<file path="src/rtl/mode7_fp_pkg.sv">
// rtl/mode7_fp_pkg.sv - shared fixed-point constants and range helpers for the Mode7 datapath
package mode7_fp_pkg;

  localparam int MODE7_FP_WIDTH = 24;
  localparam int MODE7_FP_FRAC  = 8;

  localparam int RND_TRUNC   = 0;
  localparam int RND_HALF_UP = 1;

  function automatic logic signed [63:0] fp_max(input int width);
    return (64'sd1 <<< (width - 1)) - 64'sd1;
  endfunction

  function automatic logic signed [63:0] fp_min(input int width);
    return -(64'sd1 <<< (width - 1));
  endfunction

endpackage

</file>
<file path="src/rtl/fp_round_sat.sv">
// rtl/fp_round_sat.sv - combinational round, shift and range clamp of a double-width signed product
module fp_round_sat
  import mode7_fp_pkg::*;
#(
  parameter int WIDTH    = MODE7_FP_WIDTH,
  parameter int FRAC     = MODE7_FP_FRAC,
  parameter int ROUND    = RND_HALF_UP,
  parameter int SATURATE = 1
) (
  input  logic [2*WIDTH-1:0] prod,
  output logic [WIDTH-1:0]   result,
  output logic               overflow
);

  // One guard bit so the rounding add can never wrap.
  localparam int EW  = 2 * WIDTH + 1;
  localparam int HSH = (FRAC > 0) ? FRAC - 1 : 0;
  localparam logic signed [EW-1:0] HALF =
    (ROUND == RND_HALF_UP && FRAC > 0) ? (EW'(1) << HSH) : {EW{1'b0}};
  localparam logic signed [EW-1:0] MAXV = EW'(fp_max(WIDTH));
  localparam logic signed [EW-1:0] MINV = EW'(fp_min(WIDTH));

  logic signed [EW-1:0] sum;
  logic signed [EW-1:0] shifted;

  always_comb begin
    sum      = $signed({prod[2*WIDTH-1], prod}) + HALF;
    shifted  = sum >>> FRAC;
    overflow = (shifted > MAXV) || (shifted < MINV);
    result   = shifted[WIDTH-1:0];
    if (overflow && SATURATE != 0) begin
      result = shifted[EW-1] ? {1'b1, {(WIDTH-1){1'b0}}} : {1'b0, {(WIDTH-1){1'b1}}};
    end
  end

endmodule

</file>
<file path="src/rtl/multiply_fp_pipe.sv">
// rtl/multiply_fp_pipe.sv - pipelined signed fixed-point multiplier with valid/ready handshake
module multiply_fp_pipe
  import mode7_fp_pkg::*;
#(
  parameter int WIDTH    = MODE7_FP_WIDTH,
  parameter int FRAC     = MODE7_FP_FRAC,
  parameter int STAGES   = 3,
  parameter int ROUND    = RND_HALF_UP,
  parameter int SATURATE = 1
) (
  input  logic             clk,
  input  logic             rst_n,
  input  logic             in_valid,
  output logic             in_ready,
  input  logic [WIDTH-1:0] a,
  input  logic [WIDTH-1:0] b,
  output logic             out_valid,
  input  logic             out_ready,
  output logic [WIDTH-1:0] out,
  output logic             overflow
);

  localparam int PW   = 2 * WIDTH;
  localparam int PSTG = (STAGES == 4) ? 1 : ((STAGES >= 2) ? STAGES - 2 : 0);

  if (WIDTH < 4 || WIDTH > 32 || FRAC < 0 || FRAC > WIDTH - 1 || STAGES < 1 || STAGES > 4 ||
      (ROUND != RND_TRUNC && ROUND != RND_HALF_UP) || (SATURATE != 0 && SATURATE != 1))
  begin : g_bad_params
    $fatal(1, "multiply_fp_pipe: illegal parameter combination");
  end

  logic              adv;
  logic [STAGES:0]   vin;
  logic [STAGES-1:0] vld_q, vld_d;
  logic [WIDTH-1:0]  a_s, b_s;
  logic [PW-1:0]     p_mul, p_s;
  logic [WIDTH-1:0]  res, out_q, out_d;
  logic              res_ovf, ovf_q, ovf_d;

  // vin[k] is the valid bit feeding stage k; vin[STAGES] is the output stage.
  assign vin       = {vld_q, in_valid};
  assign out_valid = vin[STAGES];
  assign adv       = out_ready | ~out_valid;
  assign in_ready  = adv;
  assign out       = out_q;
  assign overflow  = ovf_q;
  assign p_mul     = $signed({{WIDTH{a_s[WIDTH-1]}}, a_s}) * $signed({{WIDTH{b_s[WIDTH-1]}}, b_s});

  always_comb begin
    vld_d = vld_q;
    if (adv) vld_d = vin[STAGES-1:0];
  end

  always_ff @(posedge clk or negedge rst_n) begin
    if (!rst_n) vld_q <= '0;
    else        vld_q <= vld_d;
  end

  if (STAGES >= 3) begin : g_op_reg
    logic [WIDTH-1:0] a_q, a_d, b_q, b_d;
    always_comb begin
      a_d = a_q;
      b_d = b_q;
      if (adv && vin[0]) begin
        a_d = a;
        b_d = b;
      end
    end
    always_ff @(posedge clk or negedge rst_n) begin
      if (!rst_n) begin
        a_q <= '0;
        b_q <= '0;
      end else begin
        a_q <= a_d;
        b_q <= b_d;
      end
    end
    assign a_s = a_q;
    assign b_s = b_q;
  end else begin : g_op_pass
    assign a_s = a;
    assign b_s = b;
  end

  if (STAGES >= 2) begin : g_prod_reg
    logic [PW-1:0] p_q, p_d;
    always_comb begin
      p_d = p_q;
      if (adv && vin[PSTG]) p_d = p_mul;
    end
    always_ff @(posedge clk or negedge rst_n) begin
      if (!rst_n) p_q <= '0;
      else        p_q <= p_d;
    end
    if (STAGES == 4) begin : g_retime
      logic [PW-1:0] pr_q, pr_d;
      always_comb begin
        pr_d = pr_q;
        if (adv && vin[2]) pr_d = p_q;
      end
      always_ff @(posedge clk or negedge rst_n) begin
        if (!rst_n) pr_q <= '0;
        else        pr_q <= pr_d;
      end
      assign p_s = pr_q;
    end else begin : g_no_retime
      assign p_s = p_q;
    end
  end else begin : g_prod_pass
    assign p_s = p_mul;
  end

  fp_round_sat #(
    .WIDTH    (WIDTH),
    .FRAC     (FRAC),
    .ROUND    (ROUND),
    .SATURATE (SATURATE)
  ) u_round_sat (
    .prod     (p_s),
    .result   (res),
    .overflow (res_ovf)
  );

  // Result register only loads real data so out holds its last product across bubbles.
  always_comb begin
    out_d = out_q;
    ovf_d = ovf_q;
    if (adv && vin[STAGES-1]) begin
      out_d = res;
      ovf_d = res_ovf;
    end
  end

  always_ff @(posedge clk or negedge rst_n) begin
    if (!rst_n) begin
      out_q <= '0;
      ovf_q <= 1'b0;
    end else begin
      out_q <= out_d;
      ovf_q <= ovf_d;
    end
  end

endmodule

</file>
<file path="config.mk">
export PLATFORM = sky130hd
export DESIGN_NAME = multiply_fp_pipe
export DESIGN_NICKNAME = d
export VERILOG_FILES = /design/src/rtl/mode7_fp_pkg.sv /design/src/rtl/fp_round_sat.sv /design/src/rtl/multiply_fp_pipe.sv
export SDC_FILE = /design/constraint.sdc
export NUM_CORES = 2
export LEC_CHECK = 0
export ABC_AREA = 1
export CORE_ASPECT_RATIO = 1.1
export CORE_MARGIN = 1.5
export CORE_UTILIZATION = 48
export CTS_CLUSTER_SIZE = 25
export DETAILED_ROUTE_END_ITERATION = 8
export MAX_ROUTING_LAYER = met4
export PLACE_DENSITY = 0.67
export SETUP_SLACK_MARGIN = 0.4
export SLEW_MARGIN = 20
export SYNTH_ARGS = -nofsm -noshare
export SYNTH_HDL_FRONTEND = slang
export SYNTH_HIERARCHICAL = 1
export SYNTH_SLANG_ARGS = --single-unit
</file>
<file path="constraint.sdc">
create_clock -name clk -period 8.3 [get_ports clk]
set_clock_uncertainty 0.15 [all_clocks]
set_input_delay 2.49 -clock clk [delete_from_list [all_inputs] [get_ports clk]]
set_output_delay 2.49 -clock clk [all_outputs]
set_load 0.03 [all_outputs]
</file>
Word-level counts from Yosys, hierarchy flattened
Cells that the tools add are included.
{"block": "classes", "n_shift": 0, "n_addsub": 1, "muxes": 2, "multipliers": 1, "div": 0, "n_reduce_logical": 4, "magnitude_cmp": 2, "n_bitwise": 2, "n_eq_ne": 0}
{"op": "$add A48 B9 Y49 const B", "count": 1}
{"op": "$mul A24 B24 Y48", "count": 1}
{"op": "$mux W24", "count": 2}
{"op": "$gt A41 B24 Y1 const B", "count": 1}
{"op": "$lt A41 B24 Y1 const B", "count": 1}
{"op": "$logic_and A1 B1 Y1", "count": 3}
{"op": "$logic_or A1 B1 Y1", "count": 1}
{"op": "$not A1 Y1", "count": 1}
{"op": "$or A1 B1 Y1", "count": 1}
{"block": "word_totals", "mem_count": 0, "output_inout_bits": 27, "elab_cells": 18, "mem_bits_rw": 0, "register_bits": 124, "rom_bits": 0, "input_bits": 52, "latchBits": 0}

Longest topological paths before layout
{"block": "depth", "word_depth": 4, "mapped_depth": 32, "depth_no_buf": 30}

Cells and area by module
The synthesis kept the hierarchy.
{"mod": "multiply_fp_pipe", "seq_area_each_um2": 3103.0, "area_each_um2": 27661.5, "cells_per_inst": 3434, "n_inst": 1}
{"mod": "fp_round_sat", "seq_area_each_um2": 0.0, "area_each_um2": 2107.0, "cells_per_inst": 485, "n_inst": 1}

Worst setup path after synthesis
OpenSTA, ideal clock, no wires.
{"block": "synth_timing", "kind": "flip-flop to flip-flop", "start": "register g_op_reg.a_q[23] (netlist: a_s[23])", "end": "register g_prod_reg.p_q[47]", "arrival_time_ns": 6.532, "slack_ns": 1.500, "stages_incl_launch_ff": 29, "required_ns": 8.033, "path_cell_list": "dfrtp_1 > clkbuf_1 > clkbuf_1 > nand2_1 > inv_1 > fa_1 > fa_1 > inv_1 > fa_1 > inv_1 > fa_1 > inv_1 > fa_1 > inv_1 > fa_1 > inv_1 > fa_1 > inv_1 > ha_1 > nand2_1 > nor2_1 > nand2_1 > nor2_1 > and2_1 > nand2_1 > nand3_1 > nand2_1 > nand3_1 > nand2_1"}
{"block": "synth_via", "elab_chain_cells": 1}
{"element": "start: declaration", "line_no": "multiply_fp_pipe.sv:60", "rtl": "logic [WIDTH-1:0] a_q, a_d, b_q, b_d;"}
{"element": "start signal: assignment", "line_no": "multiply_fp_pipe.sv:71", "rtl": "a_q <= '0;"}
{"element": "start signal: assignment", "line_no": "multiply_fp_pipe.sv:74", "rtl": "a_q <= a_d;"}
{"element": "$mul A24 B24 Y48", "line_no": "multiply_fp_pipe.sv:47", "rtl": "assign p_mul = $signed({{WIDTH{a_s[WIDTH-1]}}, a_s}) * $signed({{WIDTH{b_s[WIDTH-1]}}, b_s});"}
{"element": "end signal: assignment", "line_no": "multiply_fp_pipe.sv:93", "rtl": "else p_q <= p_d;"}
{"element": "end: declaration", "line_no": "multiply_fp_pipe.sv:86", "rtl": "logic [PW-1:0] p_q, p_d;"}
Every way passes these cells.
A chain may end at the register's enable or synchronous reset.

Worst setup path after layout
{"block": "layout_timing", "start": "register g_op_reg.b_q[4] (netlist: b_s[4])", "end": "register g_prod_reg.p_q[44]"}
{"block": "layout_via", "elab_chain_cells": 1}
{"element": "start: declaration", "line_no": "multiply_fp_pipe.sv:60"}
{"element": "start signal: assignment", "line_no": "multiply_fp_pipe.sv:72", "rtl": "b_q <= '0;"}
{"element": "start signal: assignment", "line_no": "multiply_fp_pipe.sv:75", "rtl": "b_q <= b_d;"}
{"element": "$mul A24 B24 Y48", "line_no": "multiply_fp_pipe.sv:47"}
Every way passes these cells.

==> impl_results.md <==
* Outcome: complete, no violations
* FILL cells at 5,924
* FP Rows at 95
* HP Class: reg2reg
* Placeable Area at 0.0610 mm2
* Cts-stage hold buffer count at 0
* Share of layout cells above drive strength 1 at 6.25%
* Final hold violation count at 0
* Total negative slack at 0 ps
* Syn Nets at 4,685
* # IOs at 79
* CTS clock-pin slew for the worst setup and hold paths at 70 ps
* Post-DRT Antenna Nets at 0
* Clk sinks at 117
* Clock Tree Buf Depth at 2
* First-pass GRT wire length at 130,000 um
* CTS HTree Levels at 4
* # nets final at 4,672
* Vias per cell at 4.96
* Post-CTS Resized at 0
* Warnings from Yosys at 6
* Die X at 239 um
* Post-Syn Instances at 3,891
* Root Buffer: clkbuf_16
* Worst-case reg-to-reg path depth at 25
* Req. time, crit path at 8520 ps
* CTS Buf Count at 17
* Post-Syn Area at 0.0295 mm2
* Clock Latency Late Sink at 490 ps
* Final setup violation count at 0
* Vias in the first global route at 24,900
* Worst-Margin Slew at 1090 ps
* DRT iter0 DRCs at 1,718
* Routed len/inst at 16.8 um
* Number of vias in the routed layout at 23,400
* Initial antenna violation count at 0
* Critical Path AT at 7590 ps
* CTS tree: yes
* Max-cap violations at 0
* Tot GR Track Use at 27.8%
* Crit share post-route at 88.9%
* Crit start category: flop
* Gr ovfl total at 0
* Die span in y at 263 um
* RSZ-0062 raised after global routing: no
* Final instance area at 0.0317 mm2
* Max-slew violation count at 0
* Port-buffer cells at 78
* GPL Wtd Cong at 0.961
* HPWL Detailed at 66,100 um
* 1st-pass router iterations at 6
* # diodes at 0
* Postcts setup bufs at 0
* Crit path time final at 7380 ps
* Largest net degree at the start of global routing at 65
* Crit Path Class: reg2reg
* Dpl cell area at 0.0311 mm2
* Initial Util at 48.4%
* Routed wire length at 79,300 um
* Post-route DRC at 0
* Synthesized area per cell at 7.58 um2
* Rel. slew slack at 27.4%
* Maximum clock frequency at 136 MHz
* Worst-path maximum fanout at 25
* CP endpoint kind: flop
* Worst hold stages at 1
* Area Overhead vs Synth at 7.30%
* Die ar. at 0.0630 mm2
[flip-flops by register name (all words and copies together), names as in the netlist]
register,cells
g_prod_reg.p_q,41
a_s,24
b_s,24
out,24
vld_q,3
overflow,1
[worst paths after layout]
kind,from,slack [ps],to
hold / removal,out[22],360,out[22]
max in group asynchronous,rst_n,4780,b_s[16]
min in group asynchronous,rst_n,1820,overflow
hold reg to reg,out[22],360,out[22]
setup reg to reg,b_s[4],920,g_prod_reg.p_q[44]
setup / recovery,b_s[4],920,g_prod_reg.p_q[44]
[metrics by stage]
step	setup WS (ps)	std cells	utilization [%]	hold WS (ps)
3_5_place_dp	991	4683	50.9	338
6_report	921	4715	51.9	355
5_1_grt	442	4715	51.9	363
3_3_place_gp	1110	4683	50.9	320
4_1_cts	930	4715	51.9	354
2_1_floorplan	1500	3891	-	295
[cell type report]
cell class / instances / area (um2) / area share, %
Tap cell: 824 / 1030 / 3.26
Timing Repair Buffer: 133 / 1190 / 3.77
Clock buffer: 18 / 429 / 1.36
Inverter: 1082 / 4060 / 12.8
Sequential cell: 117 / 2930 / 9.25
Multi-Input combinational cell: 2527 / 21800 / 69.0
Clock inverter: 14 / 166 / 0.526
[placed cells by master (no fill, tap or decap), drive strengths merged]
cell type / n
xor2: 2
inv: 1084
clkdlybuf4s50: 77
nand2: 1248
o21ai: 26
mux2: 72
nand3: 98
buf: 56
nand4: 26
a31oi: 2
and2: 2
fa: 607
nand3b: 21
clkbuf: 18
nor3: 8
clkinv: 7
xnor2: 14
o21bai: 8
and3: 1
dfrtp: 117
a21oi: 34
nor2: 213
clkinvlp: 3
or2: 10
bufinv: 2
ha: 135
[worst max-delay path, stage by stage, from the launching register on]
cell     delay [ps]
dfrtp_1         880
nand2_1         130
inv_1           150
fa_1            480
fa_1            630
inv_1           220
fa_1            690
inv_1           250
fa_1            550
inv_1            50
fa_1            470
inv_1            60
fa_1            530
inv_1            60
fa_1            520
inv_1            40
ha_1            360
nand2_1         110
nor2_1          170
nand2_1         100
nor2_1          130
nand4_1         170
nand3_1         120
nand2_1          50
nand3_1         120
nand2_1          70
[per-layer routing]
metal	GRT usage, %	share of wire (%)	routed length [um]
met1	33.5	40	32100
met2	47.0	50	39800
met3	3.42	5.2	4150
met4	11.7	4.1	3270
met5	-	0	0
Power is left out: the tool's default activity adds up to more than one toggle a clock period on the data nets, which glitch-free logic cannot reach.
